--- config.mk ---
export PLATFORM = sky130hd
export DESIGN_NAME = rf_wb_sched
export DESIGN_NICKNAME = d
export VERILOG_FILES = /design/src/rtl/rf_wb_sched_pkg.sv /design/src/rtl/rf_wb_skid.sv /design/src/rtl/rf_wb_sched.sv
export SDC_FILE = /design/constraint.sdc
export NUM_CORES = 1
export LEC_CHECK = 0
export BUFFER_PORTS_ARGS = -buffer_cell sky130_fd_sc_hd__buf_2
export CORE_UTILIZATION = 45
export CTS_BUF_LIST = sky130_fd_sc_hd__clkbuf_8
export DETAILED_ROUTE_END_ITERATION = 8
export GPL_TIMING_DRIVEN = 0
export HOLD_SLACK_MARGIN = 0.1
export PLACE_DENSITY_LB_ADDON = 0.08
export SLEW_MARGIN = 20
export SYNTH_ARGS = -nofsm -noshare
export SYNTH_HDL_FRONTEND = slang
export SYNTH_SLANG_ARGS = --single-unit
--- constraint.sdc ---
create_clock -name clk -period 10.2 [get_ports clk]
set_input_delay 1.53 -clock clk [delete_from_list [all_inputs] [get_ports clk]]
set_output_delay 1.53 -clock clk [all_outputs]
set_load 0.01 [all_outputs]
--- src/rtl/rf_wb_sched_pkg.sv ---
// Shared widths and the writeback request record used by the RF write-port scheduler.
package rf_wb_sched_pkg;

  localparam int REG_W = 5;
  localparam int XLEN  = 32;
  localparam int NREGS = 32;

  typedef struct packed {
    logic             valid;
    logic [REG_W-1:0] rd;
    logic [XLEN-1:0]  wd;
  } wb_req_t;

  // One-hot of a register index; x0 maps to all-zero because it is never tracked.
  function automatic logic [NREGS-1:0] reg_onehot(input logic [REG_W-1:0] r);
    logic [NREGS-1:0] v;
    v    = '0;
    v[r] = (r != '0);
    return v;
  endfunction

endpackage

--- src/rtl/rf_wb_skid.sv ---
// One-entry skid buffer for long-latency writebacks, with a wait counter that
// raises starve once a buffered entry has been blocked by fast writes too long.
module rf_wb_skid
  import rf_wb_sched_pkg::*;
#(
  parameter int STARVE_LIMIT = 8
) (
  input  logic             clk,
  input  logic             rst,
  input  wb_req_t          in_req,
  output logic             in_ready,
  input  logic             port_free,
  output logic             drain,
  output logic [REG_W-1:0] buf_rd,
  output logic [XLEN-1:0]  buf_wd,
  output logic             starve
);

  localparam int SW = $clog2(STARVE_LIMIT + 1);

  logic             buf_valid_reg;
  logic [REG_W-1:0] buf_rd_reg;
  logic [XLEN-1:0]  buf_wd_reg;
  logic [SW-1:0]    starve_cnt_reg;
  logic             accept;

  // The entry leaves whenever the fast path leaves the port idle.
  assign drain    = buf_valid_reg && port_free && !rst;
  assign in_ready = !rst && (!buf_valid_reg || drain);
  assign accept   = in_req.valid && in_ready;
  assign buf_rd   = buf_rd_reg;
  assign buf_wd   = buf_wd_reg;
  assign starve   = (starve_cnt_reg >= SW'(STARVE_LIMIT));

  always_ff @(posedge clk) begin
    if (rst) begin
      buf_valid_reg  <= 1'b0;
      buf_rd_reg     <= '0;
      buf_wd_reg     <= '0;
      starve_cnt_reg <= '0;
    end else begin
      if (accept) begin
        buf_valid_reg <= 1'b1;
        buf_rd_reg    <= in_req.rd;
        buf_wd_reg    <= in_req.wd;
      end else if (drain) begin
        buf_valid_reg <= 1'b0;
      end

      // Saturates at the limit so starve stays asserted until the drain.
      if (!buf_valid_reg || drain) begin
        starve_cnt_reg <= '0;
      end else if (starve_cnt_reg != SW'(STARVE_LIMIT)) begin
        starve_cnt_reg <= starve_cnt_reg + SW'(1);
      end
    end
  end

endmodule

--- src/rtl/rf_wb_sched.sv ---
// RF write-port scheduler: fast writeback has priority, long writebacks drain from a skid
// buffer, and a busy scoreboard stalls issue. Define RF_SB_BYPASS_EN to unmask commits early.
module rf_wb_sched
  import rf_wb_sched_pkg::*;
#(
  parameter int MAX_OUTSTANDING = 4,
  parameter int STARVE_LIMIT    = 8
) (
  input  logic             clk,
  input  logic             rst,
  input  logic             iss_valid,
  input  logic [REG_W-1:0] iss_rs1,
  input  logic [REG_W-1:0] iss_rs2,
  input  logic [REG_W-1:0] iss_rd,
  input  logic             iss_long,
  output logic             iss_stall,
  input  logic             fwb_valid,
  input  logic [REG_W-1:0] fwb_rd,
  input  logic [XLEN-1:0]  fwb_wd,
  input  logic             lwb_valid,
  output logic             lwb_ready,
  input  logic [REG_W-1:0] lwb_rd,
  input  logic [XLEN-1:0]  lwb_wd,
  output logic             rf_wr,
  output logic [REG_W-1:0] rf_a3,
  output logic [XLEN-1:0]  rf_wd,
  output logic [NREGS-1:0] busy_vec
);

  localparam int CW = $clog2(MAX_OUTSTANDING + 1);

  logic             fwb_take;
  logic             drain;
  logic             starve;
  logic [REG_W-1:0] buf_rd;
  logic [XLEN-1:0]  buf_wd;
  wb_req_t          lwb_req;

  logic [NREGS-1:0] busy_reg;
  logic [NREGS-1:0] busy_next;
  logic [NREGS-1:0] busy_chk;
  logic [CW-1:0]    cnt_reg;
  logic [CW-1:0]    cnt_next;
  logic             hazard;
  logic             iss_accept;
  logic             iss_long_accept;

  // A fast write to x0 is a no-op and leaves the port to the buffer.
  assign fwb_take = fwb_valid && (fwb_rd != '0);
  assign lwb_req  = '{valid: lwb_valid, rd: lwb_rd, wd: lwb_wd};

  rf_wb_skid #(
    .STARVE_LIMIT(STARVE_LIMIT)
  ) u_skid (
    .clk      (clk),
    .rst      (rst),
    .in_req   (lwb_req),
    .in_ready (lwb_ready),
    .port_free(!fwb_take),
    .drain    (drain),
    .buf_rd   (buf_rd),
    .buf_wd   (buf_wd),
    .starve   (starve)
  );

  always_comb begin
    rf_wr = 1'b0;
    rf_a3 = '0;
    rf_wd = '0;
    if (!rst) begin
      if (fwb_take) begin
        rf_wr = 1'b1;
        rf_a3 = fwb_rd;
        rf_wd = fwb_wd;
      end else if (drain && (buf_rd != '0)) begin
        rf_wr = 1'b1;
        rf_a3 = buf_rd;
        rf_wd = buf_wd;
      end
    end
  end

`ifdef RF_SB_BYPASS_EN
  // The committing value is on rf_wd this cycle, so its consumer may issue now.
  assign busy_chk = drain ? (busy_reg & ~reg_onehot(buf_rd)) : busy_reg;
`else
  assign busy_chk = busy_reg;
`endif

  assign hazard = busy_chk[iss_rs1] | busy_chk[iss_rs2] | busy_chk[iss_rd]
                | (iss_long && (cnt_reg == CW'(MAX_OUTSTANDING)))
                | starve;
  assign iss_stall       = rst || (iss_valid && hazard);
  assign iss_accept      = iss_valid && !iss_stall;
  assign iss_long_accept = iss_accept && iss_long;

  // Per-register update; a same-cycle set beats the clear since the new op is younger.
  genvar gi;
  generate
    for (gi = 0; gi < NREGS; gi++) begin : g_busy
      if (gi == 0) begin : g_zero
        assign busy_next[gi] = 1'b0;
      end else begin : g_bit
        logic set_b;
        logic clr_b;
        assign set_b         = iss_long_accept && (iss_rd == REG_W'(gi));
        assign clr_b         = drain && (buf_rd == REG_W'(gi));
        assign busy_next[gi] = set_b | (busy_reg[gi] & ~clr_b);
      end
    end
  endgenerate

  always_comb begin
    cnt_next = cnt_reg;
    if (iss_long_accept && !drain) begin
      cnt_next = cnt_reg + CW'(1);
    end else if (drain && !iss_long_accept && (cnt_reg != '0)) begin
      cnt_next = cnt_reg - CW'(1);
    end
  end

  always_ff @(posedge clk) begin
    if (rst) begin
      busy_reg <= '0;
      cnt_reg  <= '0;
    end else begin
      busy_reg <= busy_next;
      cnt_reg  <= cnt_next;
    end
  end

  assign busy_vec = busy_reg;

  a_no_drain_at_zero: assert property (@(posedge clk) disable iff (rst)
    !(drain && (cnt_reg == '0)));

  a_fwb_not_busy: assert property (@(posedge clk) disable iff (rst)
    !(fwb_take && busy_reg[fwb_rd]));

endmodule

# After elaboration in Yosys (flattened, before gate mapping)

Index checks and enable logic that the tools add are counted.

Logic and storage cells: 283
Register bits after elaboration: 77
Bits of input ports: 95
Output and inout port bits: 72

Multiplexer cells: 19
Equality and inequality tests: 64
Magnitude comparators: 4
Reduce and logical (&&, ||, !) cells: 89
Add/sub/neg operators: 3
Bitwise logic cells: 97

Operators with widths:

| kind                                                                         | number |
|---|---|
| 5-bit == test, second input constant                                         | 32 |
| 32-bit 2-to-1 mux                                                            | 3 |
| 5-bit by 4-bit == test with 1-bit output, second input constant              | 16 |
| 1-bit logical AND                                                            | 75 |
| 5-bit by 3-bit == test with 1-bit output, second input constant              | 8 |
| 1-bit OR                                                                     | 35 |
| 1-bit AND                                                                    | 31 |
| 1-bit inverter                                                               | 31 |
| 5-bit by 2-bit == test with 1-bit output, second input constant              | 4 |
| 5-bit by 6-bit less-than comparator with 1-bit output, second input constant | 3 |
| 1-bit binary-select mux with 5-bit select                                    | 3 |
| 5-bit 2-to-1 mux                                                             | 3 |
| 5-bit by 1-bit == test with 1-bit output, second input constant              | 2 |
| 5-bit nonzero test                                                           | 2 |
| 1-bit 2-to-1 mux                                                             | 8 |
| 1-bit zero test                                                              | 6 |
| 3-bit 2-to-1 mux                                                             | 2 |
| 4-bit by 1-bit adder with 4-bit output, second input constant                | 1 |
| 4-bit greater-or-equal comparator, second input constant                     | 1 |
| 4-bit inequality test, second input constant                                 | 1 |
| 2-bit nonzero test                                                           | 2 |
| 3-bit by 1-bit adder with 3-bit output, second input constant                | 1 |
| 3-bit == test, second input constant                                         | 1 |
| 3-bit nonzero test                                                           | 1 |
| 3 further kinds                                                              | 4 |

# Logic depth before layout (Yosys ltp)

Depth after elaboration: 16
Gate-level depth with buffers: 11
Mapped depth without buffers: 9

# Cells and area by module

From an unflattened synthesis, not the netlist that was laid out.

Cells, all modules: 578
Area, all modules: 4988.5 um^2

Modules (own cells, without submodules):

| module      | seq. area each (um^2) | times used | area an instance (um^2) | cells an instance |
|---|---|---|---|---|
| rf_wb_sched | 680.7                 | 1          | 3149.3                  | 430 |
| rf_wb_skid  | 840.8                 | 1          | 1839.3                  | 148 |

# Worst setup path before layout

No wires, ideal clock.

Path kind: input -> output
Start point: input port fwb_rd[2]
End point: output port rf_wd[0]
Arrival time: 3.435 ns
Buffers on the path: 1
Cell stages on the path: 7
Setup slack: 5.235 ns
Data required time: 8.670 ns
Cells stage by stage: or4_1 -> o21ai_1 -> nand2_1 -> nor3_1 -> clkbuf_1 -> a22oi_1 -> nor2_1

Longest elaborated chain between the ends: 9

RTL lines:

| item                            | line              | source |
|---|---|---|
| start, declared                 | rf_wb_sched.sv:18 | `input logic [REG_W-1:0] fwb_rd,` |
| 5-bit nonzero test (*)          | rf_wb_sched.sv:49 | `assign fwb_take = fwb_valid && (fwb_rd != '0);` |
| 1-bit logical AND (*)           | rf_wb_sched.sv:49 |  |
| 1-bit zero test                 | rf_wb_sched.sv:59 | `.port_free(!fwb_take),` |
| 1-bit logical AND (2 in series) | rf_wb_skid.sv:28  | `assign drain = buf_valid_reg && port_free && !rst;` |
| 1-bit logical AND               | rf_wb_sched.sv:75 | `end else if (drain && (buf_rd != '0)) begin` |
| 32-bit 2-to-1 mux               | rf_wb_sched.sv:75 |  |
| 32-bit 2-to-1 mux (*)           | rf_wb_sched.sv:71 | `if (fwb_take) begin` |
| 32-bit 2-to-1 mux (*)           | rf_wb_sched.sv:70 | `if (!rst) begin` |
| end, declared                   | rf_wb_sched.sv:26 | `output logic [XLEN-1:0] rf_wd,` |

Mark *: on every way between the ends. The rest lies on a longest branch, timed or not.

# Worst setup path in the final report

Start point: input port fwb_rd[2]
End point: output port rf_wd[30]

The elaborated chain is that of the path after synthesis.

==> flow_summary.ini <==
[place]
portBuffers = 156
dp_hpwl_um = 11000
place.gp.congestion = 0.863
place_ws_ns = 4.52

[synthesis]
yosysTopAreaCell = dfxtp_1
ys_ff_latch = 76
synthTopCellsByCount = 90 x nand2_1, 76 x dfxtp_1, 56 x nor2_1, 41 x nand3_1
ys_async_sr_fraction_pct = 0
syn_area_per_cell_sq_um = 7.99
synth_cells = 572
synth-seq-area-share_pct = 33.3
synth_ff_type = dfxtp_1
synth_top_cell_area_share_pct = 33.3
syn-num-nets = 670
syn-cell-area_sq_um = 4570
synth_edf_count = 0
yosys-top-cells-area = dfxtp_1 33%, mux4_2 7.4%, nand2_1 7.4%
synth.most_common_cell = nand2_1
yosys_warnings = 0
ys_types = 55

[global_routing]
grt_max_degree = 13
use_met2_pct = 47.4
track_usage_pct = 27.6
grt.met1_usage_pct = 34.4
grt_pass1_vias = 4424
grt_pass1_wl_um = 22200
antenna_found_initial = 0
grt_overflow = 0
grtUsageMet3_pct = 5.22
busiest_layer = met2

[timing]
hold_viol = 0
rsz0062_at_grt = false
holdWs_ns = 0.478
finClkSkew_ns = 0.00698
tns_ns = 0
fmax_ghz = 0.174
worst_pin_slew_ns = 0.797
setup_violations = 0
slew_headroom_pct = 46.4
fin_crit_sh_pct = 56.3
layout_min_cycle_time_ns = 5.74
maxSlewViolCount = 0
finalWorstSetupSlack_ns = 4.46

[worst_setup_path]
crit_path_end_kind = output port
worstPathArrival_ns = 4.21
crit_type = in -> out
cp_max_fo = 10
slowest_delay_ns = 0.68
critPathLaunchType = input pin
cpMostUsedCell = buf_2
cpMaxStageDelayCell = nor3_1
worstPathRequired_ns = 8.67
crit_path_cell_trace = buf_2 > or4_1 > o21ai_1 > nand2_1 > nor3_1 > clkbuf_1 > a22oi_1 > nor2_1 > buf_2

[clock_tree]
h-tree-depth = 3
clock-sinks = 76
clkTransAtPathRegs_ns = 0.08
cts_tree = done
cts_root_buffer = clkbuf_8
cts_buffer_depth = 2
worstSkewPairLatency_ns = 0.35
cts_hold_buf = 0
cts_made_buffers = 9
cts_resized = 0
cts_setup_buffers = 0

[pwr]
max-vdd-ir-drop_mv = 0.0611
p_leak_uw = 0.00256
power.density_nw_per_um2 = 117

[finish]
layout-area-overhead-vs-synth_pct = 25.2
fillCellCount = 993
drive_above_1_share_pct = 28.2
largest_reg_flops = 32
nets = 837
antennaDiodeCount = 0
final_core_util_pct = 58.3

[hold_path]
hold_class = reg -> reg

[floorplan]
core_area_sq_um = 9820
die-area_sq_um = 10600
initial_core_util_pct = 46.6
io-pin-count = 167
num_rows = 36
die_h_um = 103
fp.dieW_um = 103

[drt]
vias_per_cell = 5.61
post_drt_wl_per_cell_um = 16.5
initialDrtViolationCount = 245
wl_um = 14500
vias = 4924
drc_errors = 0
antenna_left = 0
firstDrtPassIters = 5

[run]
max_cap_violations = 0

[status]
outcome = finished clean
[per-stage QoR]
stage | cells | instance area [sq um] | total power [uW]
after global routing | 877 | 5720 | 698
after floorplan | 572 | 4570 | 392
final | 877 | 5720 | 667
after global placement | 861 | 5520 | 437
after detailed placement | 861 | 5520 | 439
after CTS | 877 | 5720 | 671
[path summary, 6_finish.rpt]
check,slack (ns),cells past startpoint,from,end
max,4.46,9,fwb_rd[2],rf_wd[30]
min,0.48,2,u_skid.buf_wd[19],u_skid.buf_wd[19]
max reg2reg,7.05,9,busy_vec[13],cnt_reg[1]
min reg2reg,0.48,2,u_skid.buf_wd[19],u_skid.buf_wd[19]
[power by group]
group | total [uW] | leakage, uW | internal [uW] | switching, uW
sequential | 319 | 0.000620 | 309 | 9.91
clock | 234 | 0.000107 | 125 | 109
combinational | 115 | 0.00183 | 48.6 | 66.3
[per-layer routing]
metal | up-vias | wire (um)
met5 | - | 0
met4 | 0 | 208
met3 | 13 | 1030
met2 | 207 | 7080
met1 | 2314 | 6140
li1 | 2390 | -
[critical path: cells and delay by family]
| kind | cells | cell delay [ns] |
|---|---|---|
| AND/OR/NAND/NOR | 4 | 1.61 |
| buffers and inverters | 3 | 0.68 |
| AO/OA/AOI/OAI | 2 | 0.39 |
[kinds of logic (layout without fill, tap and decap cells)]
| group | Yosys count | count (layout) | share of synthesized area [%] |
|---|---|---|---|
| AND/OR/NAND/NOR | 274 | 274 | 30.0 |
| AO/OA/AOI/OAI | 131 | 131 | 18.0 |
| flip-flops | 76 | 76 | 33.3 |
| buffers and inverters | 53 | 225 | 5.39 |
| multiplexers | 32 | 32 | 11.9 |
| adder cells (fa/ha/maj) | 3 | 3 | 0.985 |
| XOR/XNOR | 2 | 2 | 0.383 |
| other | 1 | 1 | 0.0820 |
[area by class of cell]
cell class	instances	area, sq um	area share, %
Sequential cell	76	1520	26.6
Clock inverter	5	51.3	0.897
Multi-Input combinational cell	443	2800	49.0
Clock buffer	11	151	2.65
Inverter	6	22.5	0.394
Timing Repair Buffer	156	781	13.6
Tap cell	133	166	2.91
Buffer	47	224	3.91
[placed cells by master (no fill, tap or decap), drive strengths merged, types with 2 or more instances in the layout]
master	synthesis	final
a21oi	39	39
a221oi	3	3
a22oi	40	40
and2	4	4
and3	2	2
buf	18	174
clkbuf	29	40
clkinv	0	2
dfxtp	76	76
ha	2	2
inv	6	7
mux2	4	4
mux2i	11	11
mux4	17	17
nand2	90	90
nand2b	7	7
nand3	41	41
nand3b	40	40
nand4	4	4
nand4b	3	3
nor2	57	57
nor2b	10	10
nor3	3	3
nor3b	4	4
o211ai	2	2
o21ai	35	35
o31ai	2	2
or2	4	4
Note: power is estimated with default switching activity, not from simulation.
